File: src/rtl/mux_rr_sel_ctrl_if.sv
// Handshake bundle between two burst sources, the select controller
// and the downstream consumer of the 2-to-1 mux.
interface mux_rr_sel_ctrl_if #(
    parameter int CNT_W = 5
) ();
    logic             req_0;
    logic             last_0;
    logic             req_1;
    logic             last_1;
    logic             out_ready;
    logic             sel;
    logic             gnt_0;
    logic             gnt_1;
    logic             out_valid;
    logic             out_last;
    logic             busy;
    logic [CNT_W-1:0] beat_cnt;

    modport master (
        output req_0, last_0, req_1, last_1, out_ready,
        input  sel, gnt_0, gnt_1, out_valid, out_last,
        input  busy, beat_cnt
    );

    modport slave (
        input  req_0, last_0, req_1, last_1, out_ready,
        output sel, gnt_0, gnt_1, out_valid, out_last,
        output busy, beat_cnt
    );
endinterface

File: src/rtl/mux_rr_sel_ctrl.sv
// Round-robin select controller for a 2-to-1 burst mux.
// Select is registered and locked for the whole burst.
module mux_rr_sel_ctrl #(
    parameter int MAX_BEATS = 16,
    parameter int CNT_W     = 5
) (
    input  logic               clk,
    input  logic               reset,
    mux_rr_sel_ctrl_if.slave   bus
);
    typedef enum logic [1:0] {
        IDLE   = 2'd0,
        GRANT0 = 2'd1,
        GRANT1 = 2'd2
    } state_t;

    localparam logic [CNT_W-1:0] LAST_BEAT = CNT_W'(MAX_BEATS - 1);

    state_t           state_q, state_d;
    logic             prio_q, prio_d;
    logic             sel_q;
    logic [CNT_W-1:0] cnt_q, cnt_d;

    logic in_g0, in_g1;
    logic gnt_0, gnt_1;
    logic cur_req, cur_last, oth_req;
    logic xfer, eob;

    assign in_g0 = (state_q == GRANT0);
    assign in_g1 = (state_q == GRANT1);

    assign gnt_0 = in_g0 & bus.req_0 & bus.out_ready;
    assign gnt_1 = in_g1 & bus.req_1 & bus.out_ready;

    assign cur_req  = in_g1 ? bus.req_1  : bus.req_0;
    assign cur_last = in_g1 ? bus.last_1 : bus.last_0;
    assign oth_req  = in_g1 ? bus.req_0  : bus.req_1;

    assign xfer = gnt_0 | gnt_1;
    assign eob  = xfer & (cur_last | (cnt_q == LAST_BEAT));

    assign bus.sel       = sel_q;
    assign bus.gnt_0     = gnt_0;
    assign bus.gnt_1     = gnt_1;
    assign bus.busy      = (state_q != IDLE);
    assign bus.out_valid = (in_g0 | in_g1) & cur_req;
    assign bus.out_last  = (in_g0 | in_g1) & cur_req & cur_last;
    assign bus.beat_cnt  = cnt_q;

    always_comb begin
        state_d = state_q;
        prio_d  = prio_q;
        cnt_d   = cnt_q;
        unique case (state_q)
            IDLE: begin
                unique case (1'b1)
                    bus.req_0 & bus.req_1:
                        state_d = prio_q ? GRANT1 : GRANT0;
                    bus.req_0 & ~bus.req_1:
                        state_d = GRANT0;
                    ~bus.req_0 & bus.req_1:
                        state_d = GRANT1;
                    default:
                        state_d = IDLE;
                endcase
            end
            GRANT0, GRANT1: begin
                if (eob) begin
                    // hand straight over to the waiting channel, no bubble
                    prio_d = ~in_g1;
                    cnt_d  = '0;
                    if (oth_req)
                        state_d = in_g1 ? GRANT0 : GRANT1;
                    else if (cur_req)
                        state_d = state_q;
                    else
                        state_d = IDLE;
                end else if (xfer) begin
                    cnt_d = cnt_q + 1'b1;
                end
            end
            default: state_d = IDLE;
        endcase
    end

    always_ff @(posedge clk) begin
        if (reset) begin
            state_q <= IDLE;
            prio_q  <= 1'b0;
            sel_q   <= 1'b0;
            cnt_q   <= '0;
        end else begin
            state_q <= state_d;
            prio_q  <= prio_d;
            sel_q   <= (state_d == GRANT1);
            cnt_q   <= cnt_d;
        end
    end
endmodule

File: src/flat_wrapper.sv
// flat-port wrapper written by rule: the top's interface ports become plain ports
module mux_rr_sel_ctrl_flat 
#(
    parameter int MAX_BEATS = 16,
    parameter int CNT_W     = 5
)
  (clk, reset, bus_req_0, bus_last_0, bus_req_1, bus_last_1, bus_out_ready, bus_sel, bus_gnt_0, bus_gnt_1, bus_out_valid, bus_out_last, bus_busy, bus_beat_cnt);
  mux_rr_sel_ctrl_if #(.CNT_W(CNT_W)) bus_i ();
  input  logic clk;
  input  logic reset;
  input wire logic [$bits(bus_i.req_0)-1:0] bus_req_0;
  input wire logic [$bits(bus_i.last_0)-1:0] bus_last_0;
  input wire logic [$bits(bus_i.req_1)-1:0] bus_req_1;
  input wire logic [$bits(bus_i.last_1)-1:0] bus_last_1;
  input wire logic [$bits(bus_i.out_ready)-1:0] bus_out_ready;
  output wire logic [$bits(bus_i.sel)-1:0] bus_sel;
  output wire logic [$bits(bus_i.gnt_0)-1:0] bus_gnt_0;
  output wire logic [$bits(bus_i.gnt_1)-1:0] bus_gnt_1;
  output wire logic [$bits(bus_i.out_valid)-1:0] bus_out_valid;
  output wire logic [$bits(bus_i.out_last)-1:0] bus_out_last;
  output wire logic [$bits(bus_i.busy)-1:0] bus_busy;
  output wire logic [$bits(bus_i.beat_cnt)-1:0] bus_beat_cnt;
  assign bus_i.req_0 = bus_req_0;
  assign bus_i.last_0 = bus_last_0;
  assign bus_i.req_1 = bus_req_1;
  assign bus_i.last_1 = bus_last_1;
  assign bus_i.out_ready = bus_out_ready;
  assign bus_sel = bus_i.sel;
  assign bus_gnt_0 = bus_i.gnt_0;
  assign bus_gnt_1 = bus_i.gnt_1;
  assign bus_out_valid = bus_i.out_valid;
  assign bus_out_last = bus_i.out_last;
  assign bus_busy = bus_i.busy;
  assign bus_beat_cnt = bus_i.beat_cnt;
  mux_rr_sel_ctrl #(.MAX_BEATS(MAX_BEATS), .CNT_W(CNT_W)) u_core (.clk(clk), .reset(reset), .bus(bus_i));
endmodule
File: config.mk
export PLATFORM = sky130hd
export DESIGN_NAME = mux_rr_sel_ctrl_flat
export DESIGN_NICKNAME = d
export VERILOG_FILES = /design/src/rtl/mux_rr_sel_ctrl_if.sv /design/src/rtl/mux_rr_sel_ctrl.sv /design/src/flat_wrapper.sv
export SDC_FILE = /design/constraint.sdc
export NUM_CORES = 1
export LEC_CHECK = 0
export ABC_AREA = 1
export CAP_MARGIN = 20
export CORE_MARGIN = 2
export CORE_UTILIZATION = 50
export CTS_CLUSTER_SIZE = 30
export DETAILED_ROUTE_END_ITERATION = 16
export MAX_ROUTING_LAYER = met4
export PLACE_DENSITY = 0.8
export SYNTH_ARGS = -nofsm -noshare
export SYNTH_HDL_FRONTEND = slang
export SYNTH_SLANG_ARGS = --single-unit
export TNS_END_PERCENT = 1
File: constraint.sdc
create_clock -name clk -period 3.19 [get_ports clk]
set_input_delay 0.638 -clock clk [delete_from_list [all_inputs] [get_ports clk]]
set_output_delay 0.638 -clock clk [all_outputs]
set_load 0.05 [all_outputs]
==> results.txt, run 1 <==
Hold WC Path Type: flop to flop
Register area share after synthesis: 0.262
Crit Path Class: primary input to primary output
TritonCTS clock tree: yes
WP data required: 2.55 ns
Antenna viol nets, final: 0
Fin. max-slew vios: 0
Reg power frac: 0.403
Clk Latency, worst-skew pair: 0.27 ns
CP Capture Type: primary output
Max-slew headroom: 0.671
Post-route clock period utilization: 0.880
DIE WIDTH: 41.1 um
Overall power: 297 uW
Clock network fraction of total power: 0.305
R2R depth: 11
Clock Sinks: 9
Clk buf depth: 2
Int Power: 194 uW
#FFs+latches synth: 9
Post-synth EDFFs: 0
Fmax: 356 MHz
Routed wire length: 1320 um
Fin. Hold Viols: 0
Initial antenna violation count: 0
Row count: 13
Critical Path Most Common Cell: clkdlybuf4s50_1
Largest net degree at the start of global routing: 9
Largest delay share family, worst path: buffers and inverters
CP Launch Type: primary input
Area of the core: 1300 sq um
Final min period: 2.81 ns
Hold Path Stages: 2
Via count: 642
Cell Area, Synth: 688 sq um
Area of placed instances: 872 sq um
P_leak: 0.000448 uW
Crit path DAT: 2.17 ns
Initial DRT Pass Iterations: 4
Cell Chain, Critical Path: clkdlybuf4s50_1 -> nand3_2 -> inv_1 -> clkdlybuf4s50_1
Yosys top cell area share: 0.262
Mean Syn Cell Area: 7.09 sq um
Comb power frac: 0.293
Syn_nets: 111
PD cells: 330 nW/um^2
FF-to-FF Start: u_core.bus.beat_cnt[0]
Status: complete, no violations
Initial core utilization: 0.529
# hold bufs at CTS: 0
Critical-path maximum fanout: 5
First-pass GRT wire length: 1960 um
Bufs and invs on worst path: 3
Synth Flop Type: dfxtp_1
All-layer global routing usage: 0.187
Area Overhead vs Synth: 30.7%
Worst-path clk slew: 0.06 ns
Setup TNS Final: 0 ns
I/O Buffers: 17
Total of max-cap violations: 0
Slowest stage cell, crit path: clkdlybuf4s50_1
RSZ-0062 raised after global routing: false
H-tree levels: 1
Overflow after GRT: 0
Die ar.: 1690 sq um
Vias per Instance: 4.83
Clock Skew: 0.00215 ns
CTS resizes: 0
Hold path start: u_core.bus.beat_cnt[4]
Hpwl dp: 1120 um
Worst Hold Slack: 0.473 ns
Design area: 900 sq um
Die height: 41.1 um
DR WL/cell: 9.93 um
Fin nets: 133
Top cells by area, synth: dfxtp_1, ha_1, inv_1, nand2_1, nor2_1
R2R Setup Slk: 1.41 ns
Final setup viols: 0
Slew @ Worst Pin: 0.492 ns
Crit path launch: bus_req_1
Reg-to-reg endpoint: u_core.bus.sel
Setup repair bufs after CTS: 0
Fill cells: 116
First DRT Iteration DRCs: 22
Warning count from the yosys run: 0
Worst ir drop on vdd: 242 uV
Share of flip-flops with an asynchronous set or reset: 0
Global placer's final weighted congestion: 0.849
Slowest stage delay, CP: 0.79 ns
Antenna Cells: 0
# DRC: 0
Post-synth top area cell: dfxtp_1
Netlist cell types: 22
Hold Path End: u_core.bus.beat_cnt[4]
Sw Share: 0.348
CTS root buf: clkbuf_4
Synth Instances: 97
Fraction of layout cells with a size suffix above 1: 0.178
Ports: 18
Sw power: 103 uW
Vias in the first global route: 488
Clock buffers created by TritonCTS: 3
-- worst max path at each step --
| stage | endpoint | cells past startpoint |
|---|---|---|
| 6_report | bus_gnt_1 | 4 |
| 2_1_floorplan | bus_out_last | 6 |
| 5_1_grt | bus_gnt_1 | 4 |
| 3_3_place_gp | bus_gnt_0 | 4 |
| 3_5_place_dp | bus_gnt_1 | 4 |
| 4_1_cts | bus_gnt_1 | 4 |
-- routing by layer --
| metal | track usage | up-vias | wire (um) |
|---|---|---|---|
| li1 | - | 341 | - |
| met1 | 0.231 | 280 | 586 |
| met2 | 0.266 | 19 | 629 |
| met3 | 0.103 | 2 | 80 |
| met4 | 0.0403 | 0 | 24 |
| met5 | - | - | 0 |
-- synthesized netlist by cell type (2+ instances only) --
master / n
a21oi_1: 2
dfxtp_1: 9
ha_1: 7
inv_1: 21
nand2_1: 18
nand2_2: 4
nand3_1: 5
nand3_2: 3
nor2_1: 11
nor3_1: 2
o211ai_1: 2
o21ai_0: 3
-- cell families after synthesis --
kind of cell | Yosys count | synth area share
buffers and inverters | 22 | 0.120
AOI/OAI and AO/OA | 9 | 0.0873
and+or+nand+nor | 50 | 0.404
adders and majority gates | 7 | 0.127
DFF | 9 | 0.262
-- flip-flops by register name (all words and copies together) (netlist names) --
signal and count:
u_core.bus.sel 1, u_core.state_q 2, u_core.prio_q 1, u_core.bus.beat_cnt 5
-- tightest hold or removal path, stage by stage (launching register included) --
cell,delay [ns]
dfxtp_1,0.31
inv_1,0.07
a21oi_1,0.06
-- final cells by class --
cell class / count / area, sq um / share of cell area
multi-input cells: 66 / 425 / 0.473
flip-flops and latches: 9 / 180 / 0.200
repair buffers: 17 / 165 / 0.184
inverters: 22 / 82.6 / 0.0918
clock buffers: 3 / 22.5 / 0.0250
well taps: 15 / 18.8 / 0.0209
clock inverters: 1 / 5.00 / 0.00556
-- power groups by stage --
stage               combinational, uW  sequential [uW]  clock, uW
global placement                 85.8              122          0
global route                     94.2              120       97.2
finish                           86.9              120       90.4
CTS                              87.6              119       92.4
detailed placement               87.2              122          0
floorplan                        54.6              127          0
-- stage by stage --
| stage | util | cells | setup slack (ns) |
|---|---|---|---|
| after floorplan | - | 97 | 0.513 |
| after global placement | 0.670 | 129 | 0.404 |
| after detailed placement | 0.670 | 129 | 0.376 |
| after CTS | 0.691 | 133 | 0.379 |
| after global routing | 0.691 | 133 | 0.283 |
| final | 0.691 | 133 | 0.382 |
-- placed cells by master, fill, tap and decap left out, drive strengths merged --
master and instances:
buf 2, o21a 1, nand2 23, a21oi 2, dfxtp 9, a211oi 1
nand3 8, o211ai 2, ha 7, nor2 14, inv 22, clkinv 1
clkbuf 3, nor3b 2, clkdlybuf4s50 15, o21ai 3, nor3 3
(Power assumes the default switching activity.)
==> run 2, diff against run 1 <==
--- a/config.mk
+++ b/config.mk
@@ -6,7 +6,7 @@
 export NUM_CORES = 1
 export LEC_CHECK = 0
 export ABC_AREA = 1
-export CAP_MARGIN = 20
+export CAP_MARGIN = 10
 export CORE_MARGIN = 2
 export CORE_UTILIZATION = 50
 export CTS_CLUSTER_SIZE = 30
==> constraint.sdc (replaced) <==
create_clock -name clk -period 3.19 [get_ports clk]
set_input_delay 0.957 -clock clk [delete_from_list [all_inputs] [get_ports clk]]
set_output_delay 0.957 -clock clk [all_outputs]
set_load 0.05 [all_outputs]
==> results.txt, run 2 (same netlist as run 1, synthesis figures left out) <==
Status: complete, no violations
Clock buffers created by TritonCTS: 3
CTS root buf: clkbuf_4
Global placer's final weighted congestion: 0.943
H-tree levels: 1
Vias in the first global route: 505
Crit path DAT: 2.05 ns
All-layer global routing usage: 0.208
Initial core utilization: 0.529
Hold WC Path Type: flop to flop
Area of the core: 1300 sq um
Clk Latency, worst-skew pair: 0.27 ns
Fin nets: 135
PD cells: 316 nW/um^2
First-pass GRT wire length: 2110 um
Critical-path maximum fanout: 3
Fin. max-slew vios: 0
Antenna Cells: 0
TritonCTS clock tree: yes
Row count: 13
Routed wire length: 1340 um
CP Launch Type: primary input
Hpwl dp: 1160 um
Worst ir drop on vdd: 237 uV
Setup repair bufs after CTS: 0
P_leak: 0.000475 uW
Via count: 637
I/O Buffers: 17
Clock Sinks: 9
Area Overhead vs Synth: 40.2%
DIE WIDTH: 41.1 um
Fraction of layout cells with a size suffix above 1: 0.217
Clock Skew: 0.00301 ns
Commonest non-fill, non-tap cell in the layout: inv_1
Final min period: 3.01 ns
Final setup viols: 0
# DRC: 0
Vias per Instance: 4.72
Worst-path clk slew: 0.06 ns
First DRT Iteration DRCs: 18
Most frequent cells in the layout: inv_1, nand2_1, clkdlybuf4s50_1
DR WL/cell: 9.93 um
Fmax: 332 MHz
CP Capture Type: primary output
Fin. Hold Viols: 0
Initial DRT Pass Iterations: 4
Pre-CTS setup slack: 0.187 ns
Ports: 18
Post-route clock period utilization: 0.943
CTS resizes: 0
Clk buf depth: 2
Die height: 41.1 um
RSZ-0062 raised after global routing: false
# hold bufs at CTS: 0
Max FFs per register: 5
Overall power: 305 uW
Crit Path Class: primary input to primary output
WP data required: 2.23 ns
Total of max-cap violations: 0
Largest net degree at the start of global routing: 9
Antenna viol nets, final: 0
Die ar.: 1690 sq um
Final worst setup slack: 0.182 ns
Slew @ Worst Pin: 0.499 ns
Worst Hold Slack: 0.480 ns
Max-slew headroom: 0.666
Initial antenna violation count: 0
Overflow after GRT: 0
Setup TNS Final: 0 ns
## run 2: path summary, 6_finish.rpt
check,start,to,slack [ns],depth (start not counted)
hold / removal,u_core.bus.beat_cnt[4],u_core.bus.beat_cnt[4],0.48,2
setup reg to reg,u_core.bus.beat_cnt[0],u_core.bus.sel,1.43,11
hold reg to reg,u_core.bus.beat_cnt[4],u_core.bus.beat_cnt[4],0.48,2
setup / recovery,bus_req_0,bus_out_last,0.18,6
## run 2: worst max-delay path, stage by stage
cell             delay [ns]
clkdlybuf4s50_1        0.48
inv_1                  0.06
nand2_1                0.06
nand2_1                0.08
nor3b_2                0.24
buf_12                 0.17
## run 2: area by class of cell
type                            instances  area (sq um)
Multi-Input combinational cell         66           430
Fill cell                             101           337
Timing Repair Buffer                   19           225
Sequential cell                         9           180
Inverter                               22          82.6
Clock buffer                            3          22.5
Tap cell                               15          18.8
Clock inverter                          1          5.00
## run 2: power by group
part / switching, uW / leakage, uW / internal [uW]
clock network: 42.2 / 0.0000177 / 46.4
logic: 57.5 / 0.000384 / 39.3
registers: 3.33 / 0.0000730 / 116
## run 2: per-stage QoR
stage,std cells,instance area (sq um),util
6_report,135,965,0.741
4_1_cts,135,965,0.741
2_1_floorplan,97,693,-
3_3_place_gp,131,937,0.720
5_1_grt,135,965,0.741
3_5_place_dp,131,937,0.720
## run 2: layer usage
layer	routed length (um)	GRT usage
met5	0	-
met2	606	0.293
met4	34	0.0968
met1	642	0.248
met3	58	0.0978
==> run 3, diff against run 2 <==
--- a/config.mk
+++ b/config.mk
@@ -7,8 +7,8 @@
 export LEC_CHECK = 0
 export ABC_AREA = 1
 export CAP_MARGIN = 10
-export CORE_MARGIN = 2
 export CORE_UTILIZATION = 50
+export CTS_CLUSTER_DIAMETER = 120
 export CTS_CLUSTER_SIZE = 30
 export DETAILED_ROUTE_END_ITERATION = 16
 export MAX_ROUTING_LAYER = met4
==> results.txt, run 3 (same netlist as run 1, synthesis figures left out) <==
Status: complete, no violations
Post-route clock period utilization: 0.941
Clk Latency, worst-skew pair: 0.27 ns
R2R Setup Slk: 1.45 ns
Fin. Hold Viols: 0
Ports: 18
Fraction of layout cells with a size suffix above 1: 0.217
Max-slew headroom: 0.664
Met3 routed WL: 57 um
Overflow after GRT: 0
Fmax: 333 MHz
Initial core utilization: 0.536
Crit path DAT: 2.04 ns
Fill cells: 107
CP Capture Type: primary output
Row count: 13
First DRT Iteration DRCs: 20
All-layer global routing usage: 0.219
Clock Sinks: 9
Antenna Cells: 0
Clk buf depth: 2
Largest net degree at the start of global routing: 9
Fin. max-slew vios: 0
Design area: 965 sq um
DR top layer: met4
Max FFs per register: 5
Slew @ Worst Pin: 0.502 ns
Cell Chain, Critical Path: clkdlybuf4s50_1 -> inv_1 -> nand2_1 -> nand2_1 -> nor3b_2 -> buf_12
Total of max-cap violations: 0
Commonest non-fill, non-tap cell in the layout: inv_1
Clock Skew: 0.00619 ns
Final setup viols: 0
Antenna viol nets, final: 0
CTS root buf: clkbuf_4
Crit Path Class: primary input to primary output
CP Launch Type: primary input
Area of placed instances: 937 sq um
Worst Hold Slack: 0.475 ns
Initial DRT Pass Iterations: 4
H-tree levels: 1
Final min period: 3.00 ns
Critical-path maximum fanout: 3
DIE WIDTH: 39.1 um
TritonCTS clock tree: yes
Non-Filler Instances: 135
Slowest stage cell, crit path: clkdlybuf4s50_1
Routed wire length: 1280 um
Area Overhead vs Synth: 40.2%
Slowest stage delay, CP: 0.47 ns
PD cells: 317 nW/um^2
Placed insts: 131
# hold bufs at CTS: 0
Worst-path clk slew: 0.06 ns
Vias per Instance: 4.52
Area of the core: 1280 sq um
Most frequent cells in the layout: inv_1, nand2_1, clkdlybuf4s50_1
Die height: 39.1 um
Worst ir drop on vdd: 197 uV
Via count: 610
Bufs and invs on worst path: 3
Fin nets: 135
Largest delay share family, worst path: buffers and inverters
Met2 routed WL: 571 um
RSZ-0062 raised after global routing: false
Hpwl dp: 1080 um
CTS resizes: 0
# DRC: 0
Setup TNS Final: 0 ns
First-pass GRT wire length: 2080 um
Die ar.: 1530 sq um
I/O Buffers: 17
Clock buffers created by TritonCTS: 3
Setup repair bufs after CTS: 0
Initial antenna violation count: 0
Met1 WL: 615 um
P_leak: 0.000475 uW
Global placer's final weighted congestion: 0.945
WP data required: 2.23 ns
Critical Path Most Common Cell: nand2_1
DR WL/cell: 9.46 um
Hold WC Path Type: flop to flop
Vias in the first global route: 505
Overall power: 306 uW
## run 3: cell counts in the layout (fill, tap and decap cells not counted)
No cell type changed its count.
## run 3: report_power, final
part           switching, uW  leakage [uW]  internal (uW)  total [uW]
Combinational           57.8      0.000384           39.3        97.2
Clock                   43.0     0.0000177           46.4        89.4
Sequential              3.26     0.0000730            116         119
## run 3: metrics by stage
stage | util | worst slack (ns)
6_report | 0.751 | 0.189
2_1_floorplan | - | 0.454
5_1_grt | 0.751 | 0.139
4_1_cts | 0.751 | 0.186
3_3_place_gp | 0.729 | 0.216
3_5_place_dp | 0.729 | 0.187
## run 3: final cells by class
class,instances,area [sq um],area share
well taps,15,18.8,0.0195
repair buffers,19,225,0.233
clock buffers,3,22.5,0.0233
multi-input cells,66,430,0.446
inverters,22,82.6,0.0856
flip-flops and latches,9,180,0.187
clock inverters,1,5.00,0.00519
## run 3: worst paths after layout
kind                                              from                      to  depth (start not counted)
worst max register to register  u_core.bus.beat_cnt[0]          u_core.bus.sel                         11
worst min-delay path            u_core.bus.beat_cnt[4]  u_core.bus.beat_cnt[4]                          2
worst min register to register  u_core.bus.beat_cnt[4]  u_core.bus.beat_cnt[4]                          2
worst max-delay path                         bus_req_0            bus_out_last                          6
## run 3: worst min-delay path, delay by kind of cell, from the launching register on
family | cells | cell delay (ns)
DFF | 1 | 0.31
buffers and inverters | 1 | 0.07
AOI/OAI and AO/OA | 1 | 0.06
## run 3: metal layers
metal,vias to the layer above,track usage
li1,346,-
met3,4,0.104
met5,-,-
met1,251,0.262
met2,9,0.304
met4,0,0.103
